File: src/rtl/spi_ldo_ramp_sequencer_pkg.sv
// Shared definitions for the LDO ramp sequencer.
// Contents: FSM state encodings, command-word field offsets, and the clamped step helper.
package spi_ldo_pkg;

  localparam logic [2:0] S_IDLE  = 3'd0;
  localparam logic [2:0] S_SCAN  = 3'd1;
  localparam logic [2:0] S_STEP  = 3'd2;
  localparam logic [2:0] S_ISSUE = 3'd3;
  localparam logic [2:0] S_GAP   = 3'd4;

  // The data half-word sits in the upper half and is shifted out first by the SPI master.
  // The slave-select half-word sits in the lower half.
  localparam int DATA_LSB = 16;
  localparam int SS_LSB   = 0;

  // Move cur toward tgt by at most step, never past tgt.
  // Codes are carried at 16 bits so any code width up to 16 fits.
  function automatic logic [15:0] clampStep(input logic [15:0] cur,
                                            input logic [15:0] tgt,
                                            input logic [15:0] step);
    logic [15:0] diff;
    logic [15:0] delta;
    logic        up;
    up    = (tgt >= cur);
    diff  = up ? (tgt - cur) : (cur - tgt);
    delta = (diff < step) ? diff : step;
    clampStep = up ? (cur + delta) : (cur - delta);
  endfunction

endpackage

File: src/rtl/spi_ldo_ramp_sequencer_if.sv
// Command push bus from the ramp sequencer into the LDO SPI master's write port.
// The sequencer drives the bus, so it connects through the master modport.
interface spi_ldo_ramp_sequencer_if;

  logic        spi_wr_en;
  logic [31:0] spi_wr_data;

  modport master (output spi_wr_en, output spi_wr_data);
  modport slave  (input  spi_wr_en, input  spi_wr_data);

endinterface

File: src/rtl/spi_ldo_ramp_sequencer_step_calc.sv
// Combinational next-code calculation for one LDO channel.
// This module is kept on its own so the clamp can be exercised in isolation.
module spi_ldo_step_calc
  import spi_ldo_pkg::*;
#(
  parameter int CODE_W = 11,
  parameter int STEP   = 16
) (
  input  logic [CODE_W-1:0] i_current,
  input  logic [CODE_W-1:0] i_target,
  output logic [CODE_W-1:0] o_next
);

  assign o_next = CODE_W'(clampStep(16'(i_current), 16'(i_target), 16'(STEP)));

endmodule

File: src/rtl/spi_ldo_ramp_sequencer.sv
// LDO ramp sequencer: holds per-channel target codes and walks each channel's
// programmed code toward its target in bounded steps, one paced SPI command per step.
// Optional build macro: LDO_REFRESH_EN. When it is defined, a periodic refresh
// rewrites every channel after a long quiet interval in idle.
module spi_ldo_ramp_sequencer
  import spi_ldo_pkg::*;
#(
  parameter int NUM_CH         = 8,
  parameter int CODE_W         = 11,
  parameter int STEP           = 16,
  parameter int GAP_CYCLES     = 600,
  parameter int INIT_CODE      = 0,
  parameter int REFRESH_CYCLES = 1000000
) (
  input  logic                clk,
  input  logic                rst,
  input  logic                i_enable,
  input  logic                i_cfg_we,
  input  logic [2:0]          i_cfg_ch,
  input  logic [CODE_W-1:0]   i_cfg_target,
  input  logic [2:0]          i_rd_ch,
  output logic [CODE_W-1:0]   o_rd_code,
  output logic [NUM_CH-1:0]   o_at_target,
  output logic                o_busy,
  spi_ldo_ramp_sequencer_if.master cmd
);

  localparam int         GAP_W   = (GAP_CYCLES > 1) ? $clog2(GAP_CYCLES) : 1;
  localparam logic [2:0] CH_LAST = 3'(NUM_CH - 1);

  logic [CODE_W-1:0] r_current [NUM_CH];
  logic [CODE_W-1:0] r_target  [NUM_CH];
  logic [NUM_CH-1:0] r_force;

  logic [2:0]        r_state;
  logic [2:0]        r_scan_ptr;
  logic [2:0]        r_scan_idx;
  logic [2:0]        r_scan_cnt;
  logic [2:0]        r_ch;
  logic [CODE_W-1:0] r_next;
  logic [GAP_W-1:0]  r_gap_cnt;
  logic              r_wr_en;
  logic [31:0]       r_wr_data;

  logic [NUM_CH-1:0] w_at_target;
  logic [NUM_CH-1:0] w_need;
  logic [CODE_W-1:0] w_cur_sel;
  logic [CODE_W-1:0] w_tgt_sel;
  logic [CODE_W-1:0] w_step_next;
  logic [7:0]        w_ss_onehot;
  logic [31:0]       w_word;
  logic              w_cfg_valid;
  logic              w_refresh;

  assign w_cfg_valid = i_cfg_we && (int'(i_cfg_ch) < NUM_CH);

  // A channel is settled only when its code matches and no forced rewrite is pending.
  always_comb begin
    w_at_target = '0;
    w_need      = '0;
    for (int i = 0; i < NUM_CH; i++) begin
      w_at_target[i] = (r_current[i] == r_target[i]) && !r_force[i];
      w_need[i]      = !w_at_target[i];
    end
  end

  // Readback mux; an out-of-range channel reads as zero.
  always_comb begin
    o_rd_code = '0;
    if (int'(i_rd_ch) < NUM_CH) begin
      o_rd_code = r_current[i_rd_ch];
    end
  end

  assign w_cur_sel = r_current[r_ch];
  assign w_tgt_sel = r_target[r_ch];

  spi_ldo_step_calc #(
    .CODE_W (CODE_W),
    .STEP   (STEP)
  ) u_step_calc (
    .i_current (w_cur_sel),
    .i_target  (w_tgt_sel),
    .o_next    (w_step_next)
  );

  assign w_ss_onehot = 8'(1) << r_ch;
  assign w_word      = (32'(w_step_next) << DATA_LSB) | (32'(w_ss_onehot) << SS_LSB);

`ifdef LDO_REFRESH_EN
  localparam int REF_W = $clog2(REFRESH_CYCLES + 1);

  logic [REF_W-1:0] r_idle_cnt;
  logic             w_idle_quiet;

  assign w_idle_quiet = (r_state == S_IDLE) && (&w_at_target);
  assign w_refresh    = w_idle_quiet && !i_cfg_we &&
                        (r_idle_cnt == REF_W'(REFRESH_CYCLES - 1));

  // Count quiet idle cycles; any config write or activity restarts the interval.
  always_ff @(posedge clk) begin
    if (rst) begin
      r_idle_cnt <= '0;
    end else if (i_cfg_we || !w_idle_quiet || w_refresh) begin
      r_idle_cnt <= '0;
    end else begin
      r_idle_cnt <= r_idle_cnt + REF_W'(1);
    end
  end
`else
  assign w_refresh = 1'b0;
`endif

  // Per-channel register file: host writes targets, issue commits the stepped code.
  // The force flags make every channel get written once after reset or refresh.
  always_ff @(posedge clk) begin
    if (rst) begin
      for (int i = 0; i < NUM_CH; i++) begin
        r_current[i] <= CODE_W'(INIT_CODE);
        r_target[i]  <= CODE_W'(INIT_CODE);
      end
      r_force <= '1;
    end else begin
      if (w_cfg_valid) begin
        r_target[i_cfg_ch] <= i_cfg_target;
      end
      if (r_state == S_ISSUE) begin
        r_current[r_ch] <= r_next;
        r_force[r_ch]   <= 1'b0;
      end else if (w_refresh) begin
        r_force <= '1;
      end
    end
  end

  // Sequencer FSM flow:
  //   round-robin scan for a channel needing service,
  //   compute its step,
  //   issue one command,
  //   then hold off for the inter-command gap.
  always_ff @(posedge clk) begin
    if (rst) begin
      r_state    <= S_IDLE;
      r_scan_ptr <= '0;
      r_scan_idx <= '0;
      r_scan_cnt <= '0;
      r_ch       <= '0;
      r_next     <= '0;
      r_gap_cnt  <= '0;
    end else begin
      case (r_state)
        S_IDLE: begin
          if (i_enable && (|w_need)) begin
            r_state    <= S_SCAN;
            r_scan_idx <= r_scan_ptr;
            r_scan_cnt <= '0;
          end
        end
        S_SCAN: begin
          if (!i_enable) begin
            r_state <= S_IDLE;
          end else if (w_need[r_scan_idx]) begin
            r_ch    <= r_scan_idx;
            r_state <= S_STEP;
          end else if (r_scan_cnt == CH_LAST) begin
            r_state <= S_IDLE;
          end else begin
            r_scan_idx <= (r_scan_idx == CH_LAST) ? 3'd0 : (r_scan_idx + 3'd1);
            r_scan_cnt <= r_scan_cnt + 3'd1;
          end
        end
        S_STEP: begin
          r_next  <= w_step_next;
          r_state <= S_ISSUE;
        end
        S_ISSUE: begin
          r_scan_ptr <= (r_ch == CH_LAST) ? 3'd0 : (r_ch + 3'd1);
          r_gap_cnt  <= GAP_W'(GAP_CYCLES - 1);
          r_state    <= S_GAP;
        end
        S_GAP: begin
          if (r_gap_cnt == '0) begin
            r_state    <= i_enable ? S_SCAN : S_IDLE;
            r_scan_idx <= r_scan_ptr;
            r_scan_cnt <= '0;
          end else begin
            r_gap_cnt <= r_gap_cnt - GAP_W'(1);
          end
        end
        default: begin
          r_state <= S_IDLE;
        end
      endcase
    end
  end

  // Command outputs are registered so the push pulse lines up exactly with the issue state.
  always_ff @(posedge clk) begin
    if (rst) begin
      r_wr_en   <= 1'b0;
      r_wr_data <= '0;
    end else begin
      r_wr_en <= (r_state == S_STEP);
      if (r_state == S_STEP) begin
        r_wr_data <= w_word;
      end
    end
  end

  assign cmd.spi_wr_en   = r_wr_en;
  assign cmd.spi_wr_data = r_wr_data;
  assign o_at_target     = w_at_target;
  assign o_busy          = (r_state != S_IDLE);

endmodule

File: src/flat_wrapper.sv
// flat-port wrapper written by rule: the top's interface ports become plain ports
module spi_ldo_ramp_sequencer_flat import spi_ldo_pkg::*;
#(
  parameter int NUM_CH         = 8,
  parameter int CODE_W         = 11,
  parameter int STEP           = 16,
  parameter int GAP_CYCLES     = 600,
  parameter int INIT_CODE      = 0,
  parameter int REFRESH_CYCLES = 1000000
)
  (clk, rst, i_enable, i_cfg_we, i_cfg_ch, i_cfg_target, i_rd_ch, o_rd_code, o_at_target, o_busy, cmd_spi_wr_en, cmd_spi_wr_data);
  spi_ldo_ramp_sequencer_if cmd_i ();
  input  logic clk;
  input  logic rst;
  input  logic i_enable;
  input  logic i_cfg_we;
  input  logic [2:0] i_cfg_ch;
  input  logic [CODE_W-1:0] i_cfg_target;
  input  logic [2:0] i_rd_ch;
  output logic [CODE_W-1:0] o_rd_code;
  output logic [NUM_CH-1:0] o_at_target;
  output logic o_busy;
  output wire logic [$bits(cmd_i.spi_wr_en)-1:0] cmd_spi_wr_en;
  output wire logic [$bits(cmd_i.spi_wr_data)-1:0] cmd_spi_wr_data;
  assign cmd_spi_wr_en = cmd_i.spi_wr_en;
  assign cmd_spi_wr_data = cmd_i.spi_wr_data;
  spi_ldo_ramp_sequencer #(.NUM_CH(NUM_CH), .CODE_W(CODE_W), .STEP(STEP), .GAP_CYCLES(GAP_CYCLES), .INIT_CODE(INIT_CODE), .REFRESH_CYCLES(REFRESH_CYCLES)) u_core (.clk(clk), .rst(rst), .i_enable(i_enable), .i_cfg_we(i_cfg_we), .i_cfg_ch(i_cfg_ch), .i_cfg_target(i_cfg_target), .i_rd_ch(i_rd_ch), .o_rd_code(o_rd_code), .o_at_target(o_at_target), .o_busy(o_busy), .cmd(cmd_i));
endmodule
File: config.mk
export PLATFORM = sky130hd
export DESIGN_NAME = spi_ldo_ramp_sequencer_flat
export DESIGN_NICKNAME = d
export VERILOG_FILES = /design/src/rtl/spi_ldo_ramp_sequencer_pkg.sv /design/src/rtl/spi_ldo_ramp_sequencer_if.sv /design/src/rtl/spi_ldo_ramp_sequencer_step_calc.sv /design/src/rtl/spi_ldo_ramp_sequencer.sv /design/src/flat_wrapper.sv
export SDC_FILE = /design/constraint.sdc
export NUM_CORES = 1
export LEC_CHECK = 0
export ABC_AREA = 0
export BUFFER_PORTS_ARGS = -buffer_cell sky130_fd_sc_hd__buf_2
export CAP_MARGIN = 10
export CORE_ASPECT_RATIO = 1.1
export CORE_UTILIZATION = 48
export DETAILED_ROUTE_END_ITERATION = 10
export GPL_ROUTABILITY_DRIVEN = 0
export PLACE_DENSITY = 0.69
export SETUP_SLACK_MARGIN = 0.15
export SLEW_MARGIN = 20
export SYNTH_ARGS = -nofsm -noshare
export SYNTH_HDL_FRONTEND = slang
export SYNTH_SLANG_ARGS = --single-unit
File: constraint.sdc
create_clock -name clk -period 10.1 [get_ports clk]
set_input_delay 1.01 -clock clk [delete_from_list [all_inputs] [get_ports clk]]
set_output_delay 1.01 -clock clk [all_outputs]
set_load 0.05 [all_outputs]
==> results of run 1 <==
[per-stage QoR]
stage	total power [mW]	setup slack [ns]	cell area [µm²]	utilization, %
6_report	2.497	1.696	15180	54.17
3_3_place_gp	1.580	1.832	14350	51.21
2_1_floorplan	1.455	2.695	13840	-
5_1_grt	2.576	1.219	15180	54.16
3_5_place_dp	1.586	1.620	14350	51.21
4_1_cts	2.494	1.595	15170	54.13
[cell families after synthesis]
kind of cell	share of synthesized area [%]
simple gates	17.79
buf+inv	3.756
other cells	0.02719
compound gates	5.798
flops	46.45
mux	14.67
xor+xnor	6.986
fa+ha+maj	4.518
[how the worst min path moves through the flow]
stage,end,start,slack (ns),cells past startpoint
3_5_place_dp,u_core.cmd.spi_wr_data[7],u_core.cmd.spi_wr_data[7],0.44,2
4_1_cts,u_core.cmd.spi_wr_data[7],u_core.cmd.spi_wr_data[7],0.45,2
5_1_grt,u_core.cmd.spi_wr_data[3],u_core.cmd.spi_wr_data[3],0.48,2
2_1_floorplan,u_core.r_force[0],u_core.r_force[0],0.44,2
3_3_place_gp,u_core.cmd.spi_wr_data[3],u_core.cmd.spi_wr_data[3],0.44,2
6_report,u_core.cmd.spi_wr_data[7],u_core.cmd.spi_wr_data[7],0.45,2
[flip-flops by register name, summed over array words and instances, names as in the netlist, named ones only]
signal	count
u_core.cmd.spi_wr_data	9
u_core.cmd.spi_wr_en	1
u_core.r_ch	3
u_core.r_current	88
u_core.r_force	8
u_core.r_gap_cnt	10
u_core.r_next	10
u_core.r_scan_cnt	3
u_core.r_scan_idx	3
u_core.r_scan_ptr	3
u_core.r_state	3
u_core.r_target	88
[area by class of cell]
class	instances	area (µm²)
Clock inverter	17	206.4
Inverter	46	172.7
Sequential cell	232	6411
Antenna cell	1	2.502
Tap cell	363	454.2
Multi-Input combinational cell	854	6917
Fill cell	2391	12850
Timing Repair Buffer	74	405.4
Clock buffer	27	611.8
[worst register-to-register path, delay by kind of cell (launching register included)]
family,cells,cell delay [ns]
multiplexers,3,1.33
flip-flops,1,1.06
AND/OR/NAND/NOR,6,1.83
AO/OA/AOI/OAI,11,2.55
XOR/XNOR,1,0.11
adder cells (fa/ha/maj),3,1.13
buffers and inverters,2,0.34
[cells in the final DEF (no fill, tap or decap), drive strengths merged, types with 27 or more instances in the layout]
cell type and instances:
and2 185, edfxtp 176, xor2 94, nor2 74
buf 74, mux4 68, dfxtp 56, nand2 53
a21oi 52, inv 46, ha 45, mux2i 33
nor4 30, clkbuf 27
[power by group through the flow]
stage	sequential [mW]	clock (mW)	combinational, mW
after floorplan	1.13	0	0.329
after global placement	1.15	0	0.425
after detailed placement	1.16	0	0.431
after CTS	1.13	0.926	0.433
after global routing	1.14	0.967	0.471
final	1.14	0.920	0.440
[per-layer routing]
metal / wire length (µm) / vias to the layer above / GRT usage [%] / share of wire (%)
met5: 25 / - / 0 / 0.063
met4: 2383 / 4 / 14.67 / 6.0
met3: 2613 / 137 / 3.576 / 6.6
met2: 19860 / 496 / 46.20 / 50
met1: 14950 / 4845 / 33.80 / 38
li1: - / 4355 / - / -
==> results.py, run 1 <==
metrics = {
    "outcome": {
        "outcome": "complete, no violations",
    },
    "floorplan": {
        "die_y_um": 179.8,
        "coreArea_um2": 28030,
        "ios": 74,
        "die_x_um": 163.6,
        "dieArea_um2": 29410,
        "initial_core_util_pct": 49.21,
        "row_count": 64,
    },
    "synth": {
        "synthFlopType": "edfxtp_1",
        "async_reset_ff_share_pct": 0,
        "synthTopCellsByCount": "and2_1, edfxtp_1, xor2_1, nor2_1, mux4_2",
        "ys_seq_area_share_pct": 46.45,
        "netlist.area_leader.share_pct": 38.32,
        "yosysMostFrequentCell": "and2_1",
        "synth_area_leaders": "edfxtp_1, mux4_2, and2_1, dfxtp_1, xor2_1",
        "synth_top_cell_by_area": "edfxtp_1",
        "synth_seq_cells": 232,
        "netlist_instances": 1196,
        "synthesis.area_um2": 13790,
        "synth_warnings": 0,
        "synth_edf_count": 176,
        "ys_types": 65,
        "avgSynthCellArea_um2": 11.53,
    },
    "power_and_ir_drop": {
        "clkPwrFrac_pct": 36.9,
        "comb_power_share_pct": 17.6,
        "leakagePower_nw": 5.889,
        "seq_power_share_pct": 45.5,
        "p_per_area_nw_per_um2": 164.5,
        "swShare_pct": 28.66,
        "p_sw_uw": 715.5,
        "irDropWorstVdd_v": 0.0001681,
        "p_int_mw": 1.781,
    },
    "setup_path": {
        "cp.arrival_ns": 8.85,
        "critPathTopFamily": "compound AO/OA/AOI/OAI gates",
        "cp_data_required_time_ns": 10.55,
        "cp-end-kind": "register",
        "path_buf_inv": 2,
        "cp_common_cell": "a21oi_1",
        "r2r-end": "u_core.cmd.spi_wr_data[26]",
        "path_class": "register to register",
        "cpPeakStageDelay_ns": 1.06,
        "start_kind": "register",
        "endpoint": "u_core.cmd.spi_wr_data[26]",
        "slowest_stage": "dfxtp_2",
        "path_depth": 26,
        "r2r_slack_ns": 1.70,
        "reg2reg_depth": 26,
        "cp_max_fo": 44,
    },
    "cts": {
        "cts.path.max_buffers": 3,
        "ctsHoldBuffers": 0,
        "post-cts-setup-buffers": 0,
        "root_buffer": "clkbuf_16",
        "cts.sinks": 232,
        "worstSkewPairLatency_ns": 0.52,
        "cts_made_buffers": 24,
        "htree_num_levels": 1,
        "post_cts_resized": 0,
        "clkSlewWorstSetupHoldPaths_ns": 0.07,
        "cts_tree": "built",
    },
    "global_route": {
        "track_usage_pct": 27.35,
        "overflow": 0,
        "grt_pass1_wl_um": 59300,
        "antenna_found_initial": 2,
        "grt_pass1_vias": 9559,
        "grt_max_degree": 49,
    },
    "sta": {
        "period_share_pct": 83.21,
        "finalSetupTns_ns": 0,
        "whs_ns": 0.4525,
        "clock-skew-final_ns": 0.01946,
        "min_period_ns": 8.404,
        "fmax_mhz": 119.0,
        "rsz0062_at_grt": "no",
        "slew_viol_final": 0,
        "slew_headroom_pct": 25.29,
        "setup_viol": 0,
        "hold_viol": 0,
        "worst_pin_slew_ns": 1.121,
    },
    "placed_design": {
        "dpl.cell_count": 1569,
        "place.port_buffers": 60,
        "dp_hpwl_um": 30170,
    },
    "final_layout": {
        "drive_above_1_share_pct": 18.24,
        "fin_cells": 1614,
        "area_growth_pct": 10.08,
        "final_nets": 1301,
    },
    "route": {
        "post_drt_wl_per_cell_um": 24.68,
        "via_per_inst": 6.095,
        "drtIter0Drc": 810,
        "postRouteWirelength_um": 39830,
        "vias": 9837,
        "drcViolationCount": 0,
        "ant_nets": 0,
        "first_pass_iters": 5,
    },
    "worst_hold_path": {
        "hold_class": "register to register",
    },
    "flow_run": {
        "cap_violations": 0,
    },
}
No activity file was read; power rests on OpenSTA's default activity.
==> inputs of run 2 (changes only) <==
- ABC_AREA: 0 -> 1
- PLACE_DENSITY: 0.69 -> 0.71
- clock period: 10.1 -> 7.25 ns (I/O delays scaled with it)
==> run 2 against run 1 <==
Via count grew 41%. Cell count is 47% higher. Flip-flop and latch count stayed put. Wire length rose by 23%.
==> results.py, run 2 <==
metrics = {
    "final_layout": {
        "final_common_cell": "nand2_1",
        "antenna_cells": 0,
        "multi_input_area_um2": 6653,
        "area_growth_pct": 8.916,
        "drive_above_1_share_pct": 7.154,
        "nFillCells": 2758,
        "fin_area_um2": 15830,
        "regArea_um2": 6409,
        "layout.cells.most_common_list": "nand2_1, nor2_1, inv_1",
        "biggestRegsByFlops": "u_core.r_current: 88 flops, u_core.r_target: 88 flops",
        "final_nets": 2049,
    },
    "outcome": {
        "outcome": "complete, no violations",
    },
    "setup_path": {
        "cp_max_fo": 26,
        "cp_data_required_time_ns": 7.69,
        "cp.arrival_ns": 6.99,
        "cp_common_cell": "o21ai_0",
        "path_class": "register to register",
        "cpPeakStageDelay_ns": 0.68,
        "start_kind": "register",
        "cp-end-kind": "register",
        "slowest_stage": "o21ai_0",
    },
    "placed_design": {
        "place_area_um2": 15010,
        "dp_hpwl_um": 35660,
        "pre_cts_ws_ns": 0.6115,
        "place.port_buffers": 60,
    },
    "synth": {
        "netlist_instances": 1962,
        "synthTopCellsByCount": "nand2_1, nor2_1, inv_1, o21ai_0, edfxtp_1",
        "ys_types": 44,
        "synth_top_cell_by_area": "edfxtp_1",
        "synth_edf_count": 176,
        "synth_seq_cells": 232,
        "netlist.area_leader.share_pct": 36.35,
        "synth_area_leaders": "edfxtp_1, nand2_1, nor2_1, dfxtp_1, inv_1",
        "synth_warnings": 0,
        "synthesis.area_um2": 14540,
        "avgSynthCellArea_um2": 7.410,
        "synthFlopType": "edfxtp_1",
        "async_reset_ff_share_pct": 0,
        "ys_seq_area_share_pct": 44.07,
        "yosysMostFrequentCell": "nand2_1",
    },
    "sta": {
        "rsz0062_at_grt": "no",
        "clock-skew-final_ns": 0.02773,
        "worst_pin_slew_ns": 0.8686,
        "setup_slack_ns": 0.6966,
        "fmax_mhz": 152.6,
        "finalSetupTns_ns": 0,
        "period_share_pct": 90.39,
        "slew_viol_final": 0,
        "slew_headroom_pct": 41.48,
        "hold_viol": 0,
        "setup_viol": 0,
        "min_period_ns": 6.553,
    },
    "floorplan": {
        "die_x_um": 167.9,
        "coreArea_um2": 29650,
        "ios": 74,
        "dieArea_um2": 30990,
        "initial_core_util_pct": 49.04,
        "die_y_um": 184.5,
        "row_count": 66,
    },
    "global_route": {
        "grt_pass1_wl_um": 73050,
        "grt_pass1_vias": 12520,
        "overflow": 0,
        "grt_max_degree": 78,
        "track_usage_pct": 31.79,
        "antenna_found_initial": 0,
    },
    "power_and_ir_drop": {
        "clkPwrFrac_pct": 27.4,
        "p_sw_mw": 1.884,
        "p_per_area_nw_per_um2": 292.6,
        "p_int_mw": 2.749,
        "swShare_pct": 40.66,
        "leakagePower_nw": 7.063,
        "seq_power_share_pct": 34.4,
        "irDropWorstVdd_v": 0.0001916,
        "comb_power_share_pct": 38.2,
    },
    "route": {
        "vias": 13840,
        "drtIter0Drc": 2218,
        "postRouteWirelength_um": 49060,
        "drcViolationCount": 0,
        "post_drt_wl_per_cell_um": 20.67,
        "first_pass_iters": 7,
        "ant_nets": 0,
        "via_per_inst": 5.831,
    },
    "flow_run": {
        "cap_violations": 0,
    },
    "worst_hold_path": {
        "hold_class": "register to register",
    },
    "cts": {
        "root_buffer": "clkbuf_16",
        "clkSlewWorstSetupHoldPaths_ns": 0.06,
        "cts.path.max_buffers": 3,
        "cts_made_buffers": 25,
        "cts.sinks": 232,
        "htree_num_levels": 1,
        "cts_tree": "built",
        "worstSkewPairLatency_ns": 0.57,
    },
}
==> run 2: cell types whose count changed after synthesis, moves of 15 or more <==
cell	change
a21oi_1	+115
and2_1	-182
clkinv_1	+15
inv_1	+232
mux2i_1	-32
mux4_2	-68
nand2_1	+327
nand3_1	+41
nand4_1	+15
nor2_1	+235
nor4_1	-30
o21ai_0	+195
xor2_1	-66
==> run 2: final cells by class <==
cell class              count  share of cell area [%]
repair buffers             69                   2.402
flip-flops and latches    232                   40.47
multi-input cells        1354                   42.02
inverters                 298                   7.104
clock buffers              26                   3.975
well taps                 374                   2.955
clock inverters            20                   1.075
==> run 2: what timing repair did <==
item,in CTS,in global routing
setup buffers,0,1
hold buffers,0,0
resized for setup,0,4
setup endpoints to repair,0,6
==> run 2: worst paths after layout <==
| check | startpoint | end | slack (ns) | cells past startpoint |
|---|---|---|---|---|
| setup / recovery | register | u_core.r_next[7] | 0.70 | 33 |
| setup reg to reg | register | u_core.r_next[7] | 0.70 | 33 |
| hold reg to reg | u_core.r_force[3] | u_core.r_force[3] | 0.46 | 2 |
| hold / removal | u_core.r_force[3] | u_core.r_force[3] | 0.46 | 2 |
==> run 2: power by group through the flow <==
| stage | logic, mW | registers (mW) | clock network (mW) |
|---|---|---|---|
| detailed placement | 1.70 | 1.62 | 0 |
| floorplan | 1.29 | 1.60 | 0 |
| CTS | 1.71 | 1.59 | 1.27 |
| global route | 1.97 | 1.60 | 1.32 |
| finish | 1.77 | 1.59 | 1.27 |
| global placement | 1.67 | 1.61 | 0 |
==> run 2: metal layers <==
layer  GRT usage (%)  wire (µm)  up-vias
met5               0          0        -
met4           21.17       3797        0
met3           5.454       5560      237
met2           50.75      21700      937
met1           39.74      18000     6272
li1                -          -     6390
==> run 2: through the flow <==
step | hold WS [ns] | cells | total power, mW | utilization, %
6_report | 0.4588 | 2373 | 4.634 | 53.41
5_1_grt | 0.4851 | 2373 | 4.887 | 53.41
3_3_place_gp | 0.4497 | 2326 | 3.286 | 50.62
3_5_place_dp | 0.4497 | 2326 | 3.317 | 50.62
4_1_cts | 0.4580 | 2372 | 4.566 | 53.32
2_1_floorplan | 0.4255 | 1974 | 2.892 | -
==> run 2: worst max-delay path, delay by kind of cell, from the launching register on <==
kind | cells | cell delay, ns
compound gates | 9 | 2.06
simple gates | 14 | 1.84
fa+ha+maj | 3 | 1.04
flops | 1 | 0.64
buf+inv | 5 | 0.61
xor+xnor | 2 | 0.23
==> run 2: kinds of logic after synthesis <==
family                     synth area share [%]
adders and majority gates                 4.286
xor gates and xnor gates                  2.711
AOI/OAI and AO/OA                         15.36
muxes                                   0.06886
DFF                                       44.07
and+or+nand+nor                           23.00
buffers and inverters                     10.48
other                                   0.02580
==> inputs of run 3 (changes only) <==
- CORE_ASPECT_RATIO: 1.1 -> 1.75
- CTS_CLUSTER_DIAMETER: not set -> 40
==> run 3 against run 2 <==
Combinational power grew 2%. Largest cell class unchanged. Critical endpoint unchanged. Power grew 1.7%. Via count is essentially flat.
==> results.py, run 3 (synthesized netlist as in run 2, its figures left out) <==
metrics = {
    "outcome": {
        "outcome": "complete, no violations",
    },
    "power_and_ir_drop": {
        "irDropWorstVdd_v": 0.0001786,
        "swShare_pct": 40.93,
        "p_per_area_nw_per_um2": 295.4,
        "seq_power_share_pct": 34.1,
        "clkPwrFrac_pct": 27.6,
        "leakagePower_nw": 7.124,
        "p_int_mw": 2.783,
        "comb_power_share_pct": 38.3,
        "p_sw_mw": 1.928,
    },
    "global_route": {
        "busiest_layer": "met2",
        "antenna_found_initial": 1,
        "use_met2_pct": 61.39,
        "grt_max_degree": 78,
        "use_met1_pct": 37.45,
        "use_met3_pct": 5.981,
        "grt_pass1_vias": 12980,
        "track_usage_pct": 35.42,
        "grt_pass1_wl_um": 79090,
        "overflow": 0,
    },
    "setup_path": {
        "reg2reg_depth": 38,
        "cp.arrival_ns": 6.90,
        "endpoint": "u_core.r_next[7]",
        "r2r-end": "u_core.r_next[7]",
        "cp-end-kind": "register",
        "r2r_slack_ns": 0.81,
        "path_class": "register to register",
        "cpPeakStageDelay_ns": 0.66,
        "slowest_stage": "inv_2",
        "cp_max_fo": 59,
        "start_kind": "register",
        "cp_data_required_time_ns": 7.71,
    },
    "route": {
        "via_per_inst": 5.778,
        "postRouteWirelength_um": 54520,
        "first_pass_iters": 7,
        "drcViolationCount": 0,
        "drtIter0Drc": 1542,
        "ant_nets": 0,
        "vias": 13840,
        "post_drt_wl_per_cell_um": 22.76,
    },
    "sta": {
        "hold_viol": 0,
        "clock-skew-final_ns": 0.03692,
        "slew_headroom_pct": 34.39,
        "period_share_pct": 88.85,
        "setup_viol": 0,
        "slew_viol_final": 0,
        "rsz0062_at_grt": "no",
        "worst_pin_slew_ns": 0.9820,
        "min_period_ns": 6.442,
        "finalSetupTns_ns": 0,
        "fmax_mhz": 155.2,
    },
    "placed_design": {
        "place.port_buffers": 60,
        "dp_hpwl_um": 39560,
        "place_area_um2": 15120,
    },
    "final_layout": {
        "layout.cells.most_common_list": "nand2_1, nor2_1, inv_1",
        "final_util_pct": 53.25,
        "fin_area_um2": 15950,
        "final_nets": 2058,
        "drive_above_1_share_pct": 7.620,
        "area_growth_pct": 9.725,
        "biggestRegsByFlops": "u_core.r_current: 88 flops, u_core.r_target: 88 flops",
        "final_common_cell": "nand2_1",
    },
    "floorplan": {
        "initial_core_util_pct": 48.53,
        "coreArea_um2": 29950,
        "dieArea_um2": 31010,
        "die_x_um": 133.6,
        "row_count": 84,
        "die_y_um": 232.2,
        "ios": 74,
    },
    "worst_hold_path": {
        "hold_class": "register to register",
    },
    "cts": {
        "cts.sinks": 232,
        "cts.path.max_buffers": 3,
        "cts_tree": "built",
        "clkSlewWorstSetupHoldPaths_ns": 0.07,
        "htree_num_levels": 1,
        "post_cts_resized": 0,
        "cts_made_buffers": 26,
        "ctsHoldBuffers": 0,
        "post-cts-setup-buffers": 0,
        "worstSkewPairLatency_ns": 0.57,
        "root_buffer": "clkbuf_16",
    },
    "flow_run": {
        "cap_violations": 0,
    },
}
-- run 3: worst min path at each step --
| stage | startpoint | endpoint | cells past startpoint | slack (ns) |
|---|---|---|---|---|
| after global placement | u_core.r_gap_cnt[0] | u_core.r_gap_cnt[0] | 2 | 0.45 |
| after global routing | u_core.cmd.spi_wr_data[4] | u_core.cmd.spi_wr_data[4] | 2 | 0.48 |
| after floorplan | u_core.r_force[4] | u_core.r_force[4] | 2 | 0.43 |
| after CTS | u_core.cmd.spi_wr_data[4] | u_core.cmd.spi_wr_data[4] | 2 | 0.46 |
| after detailed placement | u_core.cmd.spi_wr_data[4] | u_core.cmd.spi_wr_data[4] | 2 | 0.45 |
| final | u_core.cmd.spi_wr_data[4] | u_core.cmd.spi_wr_data[4] | 2 | 0.47 |
-- run 3: power groups by stage --
stage | registers (mW) | logic, mW | clock network (mW)
2_1_floorplan | 1.60 | 1.29 | 0
3_3_place_gp | 1.62 | 1.71 | 0
3_5_place_dp | 1.62 | 1.75 | 0
4_1_cts | 1.59 | 1.76 | 1.30
5_1_grt | 1.61 | 1.99 | 1.35
6_report | 1.61 | 1.81 | 1.30
-- run 3: critical path, delay by kind of cell (launching register included) --
kind / cells / cell delay [ns]
flops: 1 / 0.32
simple gates: 15 / 1.82
buf+inv: 8 / 1.34
fa+ha+maj: 4 / 1.13
xor+xnor: 2 / 0.25
compound gates: 9 / 1.43
-- run 3: final cells by class --
type	instances	area (µm²)
clock inverters	14	148.9
well taps	387	484.2
fillers	2882	14000
inverters	298	1119
multi-input cells	1354	6653
clock buffers	33	684.4
flip-flops and latches	232	6407
repair buffers	77	452.9
diodes	1	2.502
-- run 3: stage by stage --
step	power, mW	hold slack (ns)	instances	setup slack (ns)
after floorplan	2.892	0.4255	1974	1.729
after global placement	3.333	0.4526	2348	1.111
after detailed placement	3.370	0.4539	2348	0.9327
after CTS	4.653	0.4641	2395	0.9032
after global routing	4.948	0.4787	2395	0.1852
final	4.712	0.4659	2396	0.8080
-- run 3: per-layer routing --
layer  up-vias  wire length, µm
met1      6348            17620
met4         0             5278
li1       6402                -
met2       836            26760
met3       257             4868
met5         -                0
